## src/rtl/gd_sequencer_if.sv

```systemverilog
// rtl/gd_sequencer_if.sv - configuration, serial input, dataset memory and datapath strobe bundle for gd_sequencer
interface gd_sequencer_if #(
    parameter int ADDR_WIDTH = 12,
    parameter int LENGTH     = 16
);
    logic                  S;
    logic [3:0]            feat;
    logic [7:0]            epoch;
    logic [ADDR_WIDTH-1:0] data_points;

    logic                  wr_en;
    logic [ADDR_WIDTH-1:0] wr_addr;
    logic [3:0]            wr_col;
    logic [LENGTH-1:0]     wr_data;
    logic                  rd_en;
    logic [ADDR_WIDTH-1:0] rd_addr;
    logic [3:0]            rd_col;
    logic                  mac_clr;
    logic                  mac_en;
    logic                  err_en;
    logic                  upd_en;
    logic [3:0]            stb_col;
    logic [7:0]            epoch_cnt;
    logic                  done_;

    modport master (
        input  S, feat, epoch, data_points,
        output wr_en, wr_addr, wr_col, wr_data, rd_en, rd_addr, rd_col,
               mac_clr, mac_en, err_en, upd_en, stb_col, epoch_cnt, done_
    );

    modport slave (
        output S, feat, epoch, data_points,
        input  wr_en, wr_addr, wr_col, wr_data, rd_en, rd_addr, rd_col,
               mac_clr, mac_en, err_en, upd_en, stb_col, epoch_cnt, done_
    );
endinterface

```

## src/rtl/gd_sequencer.sv

```systemverilog
// rtl/gd_sequencer.sv - loads the serial training set into memory, then sequences epoch passes of predict/error/update reads and strobes
module gd_sequencer #(
    parameter int ADDR_WIDTH   = 12,
    parameter int MAX_FEATURES = 15,
    parameter int LENGTH       = 16,
    parameter int DP_LAT       = 2
) (
    input  logic           CLK,
    input  logic           RST,
    gd_sequencer_if.master bus
);
    localparam int COL_W = $clog2(MAX_FEATURES + 1);
    localparam int BIT_W = $clog2(LENGTH);

    localparam logic [1:0] PH_NONE = 2'd0;
    localparam logic [1:0] PH_MAC  = 2'd1;
    localparam logic [1:0] PH_ERR  = 2'd2;
    localparam logic [1:0] PH_UPD  = 2'd3;

    typedef enum logic [3:0] {
        S_LOAD, S_CLR, S_PRED, S_YRD, S_WAIT, S_UPD, S_DRAIN, S_NEXT, S_DONE
    } state_t;

    state_t                state_q, state_d;
    logic [COL_W-1:0]      cfg_feat_q;
    logic [7:0]            cfg_epoch_q;
    logic [ADDR_WIDTH-1:0] cfg_dp_q;

    logic [COL_W-1:0]      col_q, col_d;
    logic [ADDR_WIDTH-1:0] row_q, row_d;
    logic [2:0]            wait_q, wait_d;
    logic [BIT_W-1:0]      bit_q, bit_d;
    logic [LENGTH-1:0]     sh_q, sh_d;
    logic [7:0]            ep_cnt_q, ep_cnt_d;
    logic                  last_q, last_d;
    logic                  wr_en_q, wr_en_d;
    logic [ADDR_WIDTH-1:0] wr_addr_q, wr_addr_d;
    logic [COL_W-1:0]      wr_col_q, wr_col_d;
    logic [LENGTH-1:0]     wr_data_q, wr_data_d;
    logic [COL_W+1:0]      pipe_q [DP_LAT];
    logic [COL_W+1:0]      pipe_d [DP_LAT];

    logic                  rd_en_c;
    logic [COL_W-1:0]      rd_col_c;
    logic [1:0]            phase_c;
    logic [1:0]            out_phase;

    // Read issue and its phase tag are decoded straight from the state so the tag enters the pipe with the read.
    always_comb begin
        rd_en_c  = 1'b0;
        rd_col_c = '0;
        phase_c  = PH_NONE;
        case (state_q)
            S_PRED: begin rd_en_c = 1'b1; rd_col_c = col_q; phase_c = PH_MAC; end
            S_YRD:  begin rd_en_c = 1'b1; phase_c = PH_ERR; end
            S_UPD:  begin rd_en_c = 1'b1; rd_col_c = col_q; phase_c = PH_UPD; end
            default: ;
        endcase
        pipe_d[0] = {phase_c, rd_col_c};
        for (int i = 1; i < DP_LAT; i++) pipe_d[i] = pipe_q[i-1];
    end

    always_comb begin
        state_d   = state_q;
        col_d     = col_q;
        row_d     = row_q;
        wait_d    = wait_q;
        bit_d     = bit_q;
        sh_d      = sh_q;
        ep_cnt_d  = ep_cnt_q;
        last_d    = last_q;
        wr_en_d   = 1'b0;
        wr_addr_d = wr_addr_q;
        wr_col_d  = wr_col_q;
        wr_data_d = wr_data_q;
        case (state_q)
            S_LOAD: begin
                if (last_q) begin
                    // The final write is on the bus this cycle; training starts on the next one.
                    last_d  = 1'b0;
                    row_d   = '0;
                    col_d   = '0;
                    state_d = (cfg_epoch_q == 8'd0) ? S_DONE : S_CLR;
                end else begin
                    sh_d  = {bus.S, sh_q[LENGTH-1:1]};
                    bit_d = bit_q + BIT_W'(1);
                    if (bit_q == BIT_W'(LENGTH - 1)) begin
                        bit_d     = '0;
                        wr_en_d   = 1'b1;
                        wr_data_d = sh_d;
                        wr_addr_d = row_q;
                        wr_col_d  = cfg_feat_q - col_q;
                        if (col_q == cfg_feat_q) begin
                            col_d = '0;
                            if (row_q == cfg_dp_q) last_d = 1'b1;
                            else                   row_d  = row_q + ADDR_WIDTH'(1);
                        end else begin
                            col_d = col_q + COL_W'(1);
                        end
                    end
                end
            end
            S_CLR: begin
                col_d   = COL_W'(1);
                state_d = (cfg_feat_q == '0) ? S_YRD : S_PRED;
            end
            S_PRED: begin
                if (col_q == cfg_feat_q) state_d = S_YRD;
                else                     col_d   = col_q + COL_W'(1);
            end
            S_YRD: begin
                wait_d  = '0;
                state_d = S_WAIT;
            end
            S_WAIT: begin
                if (wait_q == 3'(DP_LAT - 1)) begin
                    wait_d  = '0;
                    col_d   = COL_W'(1);
                    state_d = (cfg_feat_q == '0) ? S_DRAIN : S_UPD;
                end else begin
                    wait_d = wait_q + 3'd1;
                end
            end
            S_UPD: begin
                if (col_q == cfg_feat_q) begin
                    wait_d  = '0;
                    state_d = S_DRAIN;
                end else begin
                    col_d = col_q + COL_W'(1);
                end
            end
            S_DRAIN: begin
                if (wait_q == 3'(DP_LAT - 1)) state_d = S_NEXT;
                else                          wait_d  = wait_q + 3'd1;
            end
            S_NEXT: begin
                state_d = S_CLR;
                if (row_q == cfg_dp_q) begin
                    row_d    = '0;
                    ep_cnt_d = ep_cnt_q + 8'd1;
                    if (ep_cnt_d == cfg_epoch_q) state_d = S_DONE;
                end else begin
                    row_d = row_q + ADDR_WIDTH'(1);
                end
            end
            default: ;
        endcase
    end

    always_ff @(posedge CLK) begin
        if (RST) begin
            state_q     <= S_LOAD;
            cfg_feat_q  <= bus.feat;
            cfg_epoch_q <= bus.epoch;
            cfg_dp_q    <= bus.data_points;
            col_q       <= '0;
            row_q       <= '0;
            wait_q      <= '0;
            bit_q       <= '0;
            sh_q        <= '0;
            ep_cnt_q    <= '0;
            last_q      <= 1'b0;
            wr_en_q     <= 1'b0;
            wr_addr_q   <= '0;
            wr_col_q    <= '0;
            wr_data_q   <= '0;
            for (int i = 0; i < DP_LAT; i++) pipe_q[i] <= '0;
        end else begin
            state_q   <= state_d;
            col_q     <= col_d;
            row_q     <= row_d;
            wait_q    <= wait_d;
            bit_q     <= bit_d;
            sh_q      <= sh_d;
            ep_cnt_q  <= ep_cnt_d;
            last_q    <= last_d;
            wr_en_q   <= wr_en_d;
            wr_addr_q <= wr_addr_d;
            wr_col_q  <= wr_col_d;
            wr_data_q <= wr_data_d;
            for (int i = 0; i < DP_LAT; i++) pipe_q[i] <= pipe_d[i];
        end
    end

    assign out_phase     = (state_q == S_DONE) ? PH_NONE : pipe_q[DP_LAT-1][COL_W+1:COL_W];
    assign bus.wr_en     = wr_en_q;
    assign bus.wr_addr   = wr_addr_q;
    assign bus.wr_col    = wr_col_q;
    assign bus.wr_data   = wr_data_q;
    assign bus.rd_en     = rd_en_c;
    assign bus.rd_addr   = rd_en_c ? row_q : '0;
    assign bus.rd_col    = rd_col_c;
    assign bus.mac_clr   = (state_q == S_CLR);
    assign bus.mac_en    = (out_phase == PH_MAC);
    assign bus.err_en    = (out_phase == PH_ERR);
    assign bus.upd_en    = (out_phase == PH_UPD);
    assign bus.stb_col   = (out_phase == PH_NONE) ? '0 : pipe_q[DP_LAT-1][COL_W-1:0];
    assign bus.epoch_cnt = ep_cnt_q;
    assign bus.done_     = (state_q == S_DONE);
endmodule

```

## src/flat_wrapper.sv

```systemverilog
// flat-port wrapper written by rule: the top's interface ports become plain ports
module gd_sequencer_flat 
#(
    parameter int ADDR_WIDTH   = 12,
    parameter int MAX_FEATURES = 15,
    parameter int LENGTH       = 16,
    parameter int DP_LAT       = 2
)
  (CLK, RST, bus_S, bus_feat, bus_epoch, bus_data_points, bus_wr_en, bus_wr_addr, bus_wr_col, bus_wr_data, bus_rd_en, bus_rd_addr, bus_rd_col, bus_mac_clr, bus_mac_en, bus_err_en, bus_upd_en, bus_stb_col, bus_epoch_cnt, bus_done_);
  gd_sequencer_if #(.ADDR_WIDTH(ADDR_WIDTH), .LENGTH(LENGTH)) bus_i ();
  input  logic CLK;
  input  logic RST;
  input wire logic [$bits(bus_i.S)-1:0] bus_S;
  input wire logic [$bits(bus_i.feat)-1:0] bus_feat;
  input wire logic [$bits(bus_i.epoch)-1:0] bus_epoch;
  input wire logic [$bits(bus_i.data_points)-1:0] bus_data_points;
  output wire logic [$bits(bus_i.wr_en)-1:0] bus_wr_en;
  output wire logic [$bits(bus_i.wr_addr)-1:0] bus_wr_addr;
  output wire logic [$bits(bus_i.wr_col)-1:0] bus_wr_col;
  output wire logic [$bits(bus_i.wr_data)-1:0] bus_wr_data;
  output wire logic [$bits(bus_i.rd_en)-1:0] bus_rd_en;
  output wire logic [$bits(bus_i.rd_addr)-1:0] bus_rd_addr;
  output wire logic [$bits(bus_i.rd_col)-1:0] bus_rd_col;
  output wire logic [$bits(bus_i.mac_clr)-1:0] bus_mac_clr;
  output wire logic [$bits(bus_i.mac_en)-1:0] bus_mac_en;
  output wire logic [$bits(bus_i.err_en)-1:0] bus_err_en;
  output wire logic [$bits(bus_i.upd_en)-1:0] bus_upd_en;
  output wire logic [$bits(bus_i.stb_col)-1:0] bus_stb_col;
  output wire logic [$bits(bus_i.epoch_cnt)-1:0] bus_epoch_cnt;
  output wire logic [$bits(bus_i.done_)-1:0] bus_done_;
  assign bus_i.S = bus_S;
  assign bus_i.feat = bus_feat;
  assign bus_i.epoch = bus_epoch;
  assign bus_i.data_points = bus_data_points;
  assign bus_wr_en = bus_i.wr_en;
  assign bus_wr_addr = bus_i.wr_addr;
  assign bus_wr_col = bus_i.wr_col;
  assign bus_wr_data = bus_i.wr_data;
  assign bus_rd_en = bus_i.rd_en;
  assign bus_rd_addr = bus_i.rd_addr;
  assign bus_rd_col = bus_i.rd_col;
  assign bus_mac_clr = bus_i.mac_clr;
  assign bus_mac_en = bus_i.mac_en;
  assign bus_err_en = bus_i.err_en;
  assign bus_upd_en = bus_i.upd_en;
  assign bus_stb_col = bus_i.stb_col;
  assign bus_epoch_cnt = bus_i.epoch_cnt;
  assign bus_done_ = bus_i.done_;
  gd_sequencer #(.ADDR_WIDTH(ADDR_WIDTH), .MAX_FEATURES(MAX_FEATURES), .LENGTH(LENGTH), .DP_LAT(DP_LAT)) u_core (.CLK(CLK), .RST(RST), .bus(bus_i));
endmodule
```

## config.mk

```make
export PLATFORM = sky130hd
export DESIGN_NAME = gd_sequencer_flat
export DESIGN_NICKNAME = d
export VERILOG_FILES = /design/src/rtl/gd_sequencer_if.sv /design/src/rtl/gd_sequencer.sv /design/src/flat_wrapper.sv
export SDC_FILE = /design/constraint.sdc
export NUM_CORES = 1
export LEC_CHECK = 0
export BUFFER_PORTS_ARGS = -buffer_cell sky130_fd_sc_hd__buf_4
export CORE_ASPECT_RATIO = 2
export CORE_UTILIZATION = 50
export DETAILED_ROUTE_END_ITERATION = 10
export PLACE_DENSITY = 0.75
export SYNTH_ARGS = -nofsm -noshare
export SYNTH_HDL_FRONTEND = slang
export SYNTH_SLANG_ARGS = --single-unit
```

## constraint.sdc

```tcl
create_clock -name CLK -period 2.35 [get_ports CLK]
set_clock_uncertainty 0.15 [all_clocks]
set_input_delay 0.47 -clock CLK [delete_from_list [all_inputs] [get_ports CLK]]
set_output_delay 0.47 -clock CLK [all_outputs]
set_load 0.02 [all_outputs]
```

==> run metrics <==
register area 2650 µm²; Via density 5.58; worst endpoint required time 1730 ps; met3 Track Usage GR 4.98%; worst setup path startpoint u_core.state_q[1]$_SDFFE_PP0P_; Async SR Flop Fraction 0%; layout cells sized above 1 33.6%; Worst Path Class, Setup reg2out; CTS Hold Bufs 0; diode count 0; DRT antenna net count 0; Synth Warn # 0; area of the multi-input gates 2810 µm²; cell leakage power 3.08 nW; max_slew headroom 56.7%; CTS tree yes; Die Span Y 149 µm; cell taking the most area after synthesis dfxtp_1; failing checks negative setup slack; Hold Crit Depth 1; FP Rows 53; total gr overflow 0; Slew Limit Fails 0; CTS max path bufs 2; Final period util 105%; Place WS -140 ps; post-synth cell types 61; Worst Path Max Fanout 6; Post-Place Cells 849; Initial DRT Pass Iterations 5; final non-filler cell total 911; die width 75.7 µm; Num CTS Buffers 17; Total Wirelength 14700 µm; post-DR wirelength/cell 16.1 µm; die area 11300 µm²; Tot Pwr 6.25 mW; setup ws final -120 ps; post-layout min period 2470 ps; met1 GRT Util 25.8%; Synthesized Nets 654; vias 5083; Core Region 10500 µm²; RSZ-0062 raised after global routing yes; sequential area share after synthesis 48.6%; power density cells 806 nW/µm²; Synth area leaders dfxtp_1 (35%), edfxtp_1 (13%), nand2_1 (7.8%); clock transition at the registers of the reported paths 50 ps; Reg2Reg Setup Slack -100 ps; Synth Area per Inst 8.81 µm²; CP startpoint kind register; FILL cells 708; I/O pin total 94; GPL Wtd Cong 0.866; Syn-to-layout area delta 42.6%; DRT iter0 DRCs 390; Hold Crit Start bus_data_points[4]; Hold EP u_core.cfg_dp_q[4]$_DFFE_PP_; crit path DAT 1850 ps; Post-synth EDFFs 24; CTS root buffer clkbuf_16; Mapped Cells 617; Hold/Removal Path Class in2reg; fmax 0.405 GHz; clock latency on the worst-skew pair 410 ps; Max-Cap Viols 0; Critical R2R Launch u_core.cfg_feat_q[1]$_DFFE_PP_; Worst-Margin Slew 647 ps; IO buf count 93; starting density of the core 51.6%; largest net degree at the start of global routing 45; first-pass GRT wire length 21600 µm; GRT Resource Usage Total 25.3%; synthesized area 5440 µm²; Worst VDD drop 0.696 mV; status finished, violations left; initial antenna violation count 0; CTS Sinks 120; Yosys top cell area share 35.4%; Most used DFF post-synth dfxtp_1; HPWL Detailed 9040 µm; busiest grt layer met2; Hold Violations, Final 0; Critical Path Sink Type primary output; number of H-tree levels 4; M2 GR Usage 45.9%; Final setup viols 24; layout net count 799; DRC 0; R2R depth 6; Yosys reg bits 120; vias in the first global route 4700; fin util 73.5%; worst r2r dst u_core.state_q[0]$_SDFFE_PP0P_
==> worst max path at each step <==
stage,to,slack [ps],depth (start not counted)
after detailed placement,u_core.row_q[10]$_SDFFE_PP0P_,-140,7
after global routing,bus_rd_col[1],-160,6
after floorplan,u_core.row_q[10]$_SDFFE_PP0P_,20,9
after CTS,bus_rd_col[1],-100,6
after global placement,u_core.row_q[11]$_SDFFE_PP0P_,-40,8
final,bus_rd_addr[9],-120,8
==> worst max-delay path, cell delays in order (launching register included) <==
cell,delay (ps)
dfxtp_4,360
buf_6,130
buf_4,140
nor2_4,140
a21oi_4,90
nor2_4,160
buf_6,150
and2_4,150
buf_6,110
==> state kept, by name, summed over array words and instances, names as in the netlist <==
signal and count:
u_core.wait_q 3, u_core.bus.wr_en 1, u_core.cfg_feat_q 4, u_core.row_q 12, u_core.bus.epoch_cnt 8, u_core.cfg_epoch_q 8, u_core.col_q 4, u_core.pipe_q 12
u_core.bus.wr_data 16, u_core.state_q 4, u_core.bus.wr_addr 12, u_core.cfg_dp_q 12, u_core.bus.wr_col 4, u_core.sh_q 15, u_core.last_q 1, u_core.bit_q 4
==> cell usage after synthesis (3+ instances only) <==
library cell	n
edfxtp_1	24
buf_1	3
and2_1	27
nand2b_1	5
or4_1	8
inv_1	14
o21ai_0	12
nor3_1	9
nor3b_1	4
a211oi_1	6
clkbuf_1	21
mux2i_1	4
or3_1	5
and3_1	3
dfxtp_1	96
nor2b_1	13
nor4_1	5
xnor2_1	25
nand3_1	8
a211o_1	5
xor2_1	13
nor2_1	50
nand4_1	10
nand2_1	113
buf_4	9
ha_1	9
o31ai_1	4
buf_2	9
a21oi_1	67
==> per-layer routing <==
layer	share of wire (%)	wire length, µm	up-vias
met5	0	0	-
met2	56	8160	232
li1	-	-	2400
met4	3.9	571	0
met3	4.9	724	52
met1	36	5210	2399
==> power breakdown <==
group          internal, mW  switching (mW)  total (mW)
Combinational         0.589           0.671        1.26
Clock                  1.77           0.921        2.69
Sequential             2.21          0.0862        2.29
Total                  4.57            1.68        6.25
==> cell type report <==
| cell class | count | share of cell area (%) |
|---|---|---|
| timing repair buffer | 169 | 18.5 |
| tap | 137 | 2.21 |
| sequential | 120 | 34.2 |
| clock inverter | 9 | 1.39 |
| multi-input combinational | 439 | 36.2 |
| inverter | 15 | 0.791 |
| clock buffer | 22 | 6.68 |
==> cells in the final DEF, fill, tap and decap left out, types with 13 or more instances in the layout <==
cell	instances
dfxtp_1	92
and2_4	18
edfxtp_1	24
xnor2_1	24
nor2_1	46
nand2_1	112
a21oi_1	62
clkbuf_16	20
xor2_1	13
buf_6	35
buf_4	131
==> per-stage QoR <==
stage / hold WS, ps / instance area (µm²) / TNS (ps)
floorplan: 264 / 5440 / 0
global placement: 268 / 6450 / -241
detailed placement: 278 / 6450 / -972
CTS: 76.8 / 7360 / -965
global route: 64.6 / 7750 / -3950
finish: 85.1 / 7750 / -1920
==> logic make-up after synthesis <==
logic type      count (synthesis)  share of synthesized area (%)
simple gates                  270                           24.0
fa+ha+maj                      10                           2.44
mux                             4                          0.737
flops                         120                           48.6
buf+inv                        58                           4.97
compound gates                117                           13.1
xor+xnor                       38                           6.12
==> repair_timing <==
action | in CTS | in global routing
pin swaps | 24 | 16
endpoints found under the setup margin | 34 | 37
cloned | 0 | 1
gates resized for setup | 48 | 63
endpoints found under the hold margin | 0 | 0
buffers inserted | 14 | 16
Note: power is estimated with default switching activity, not from simulation.
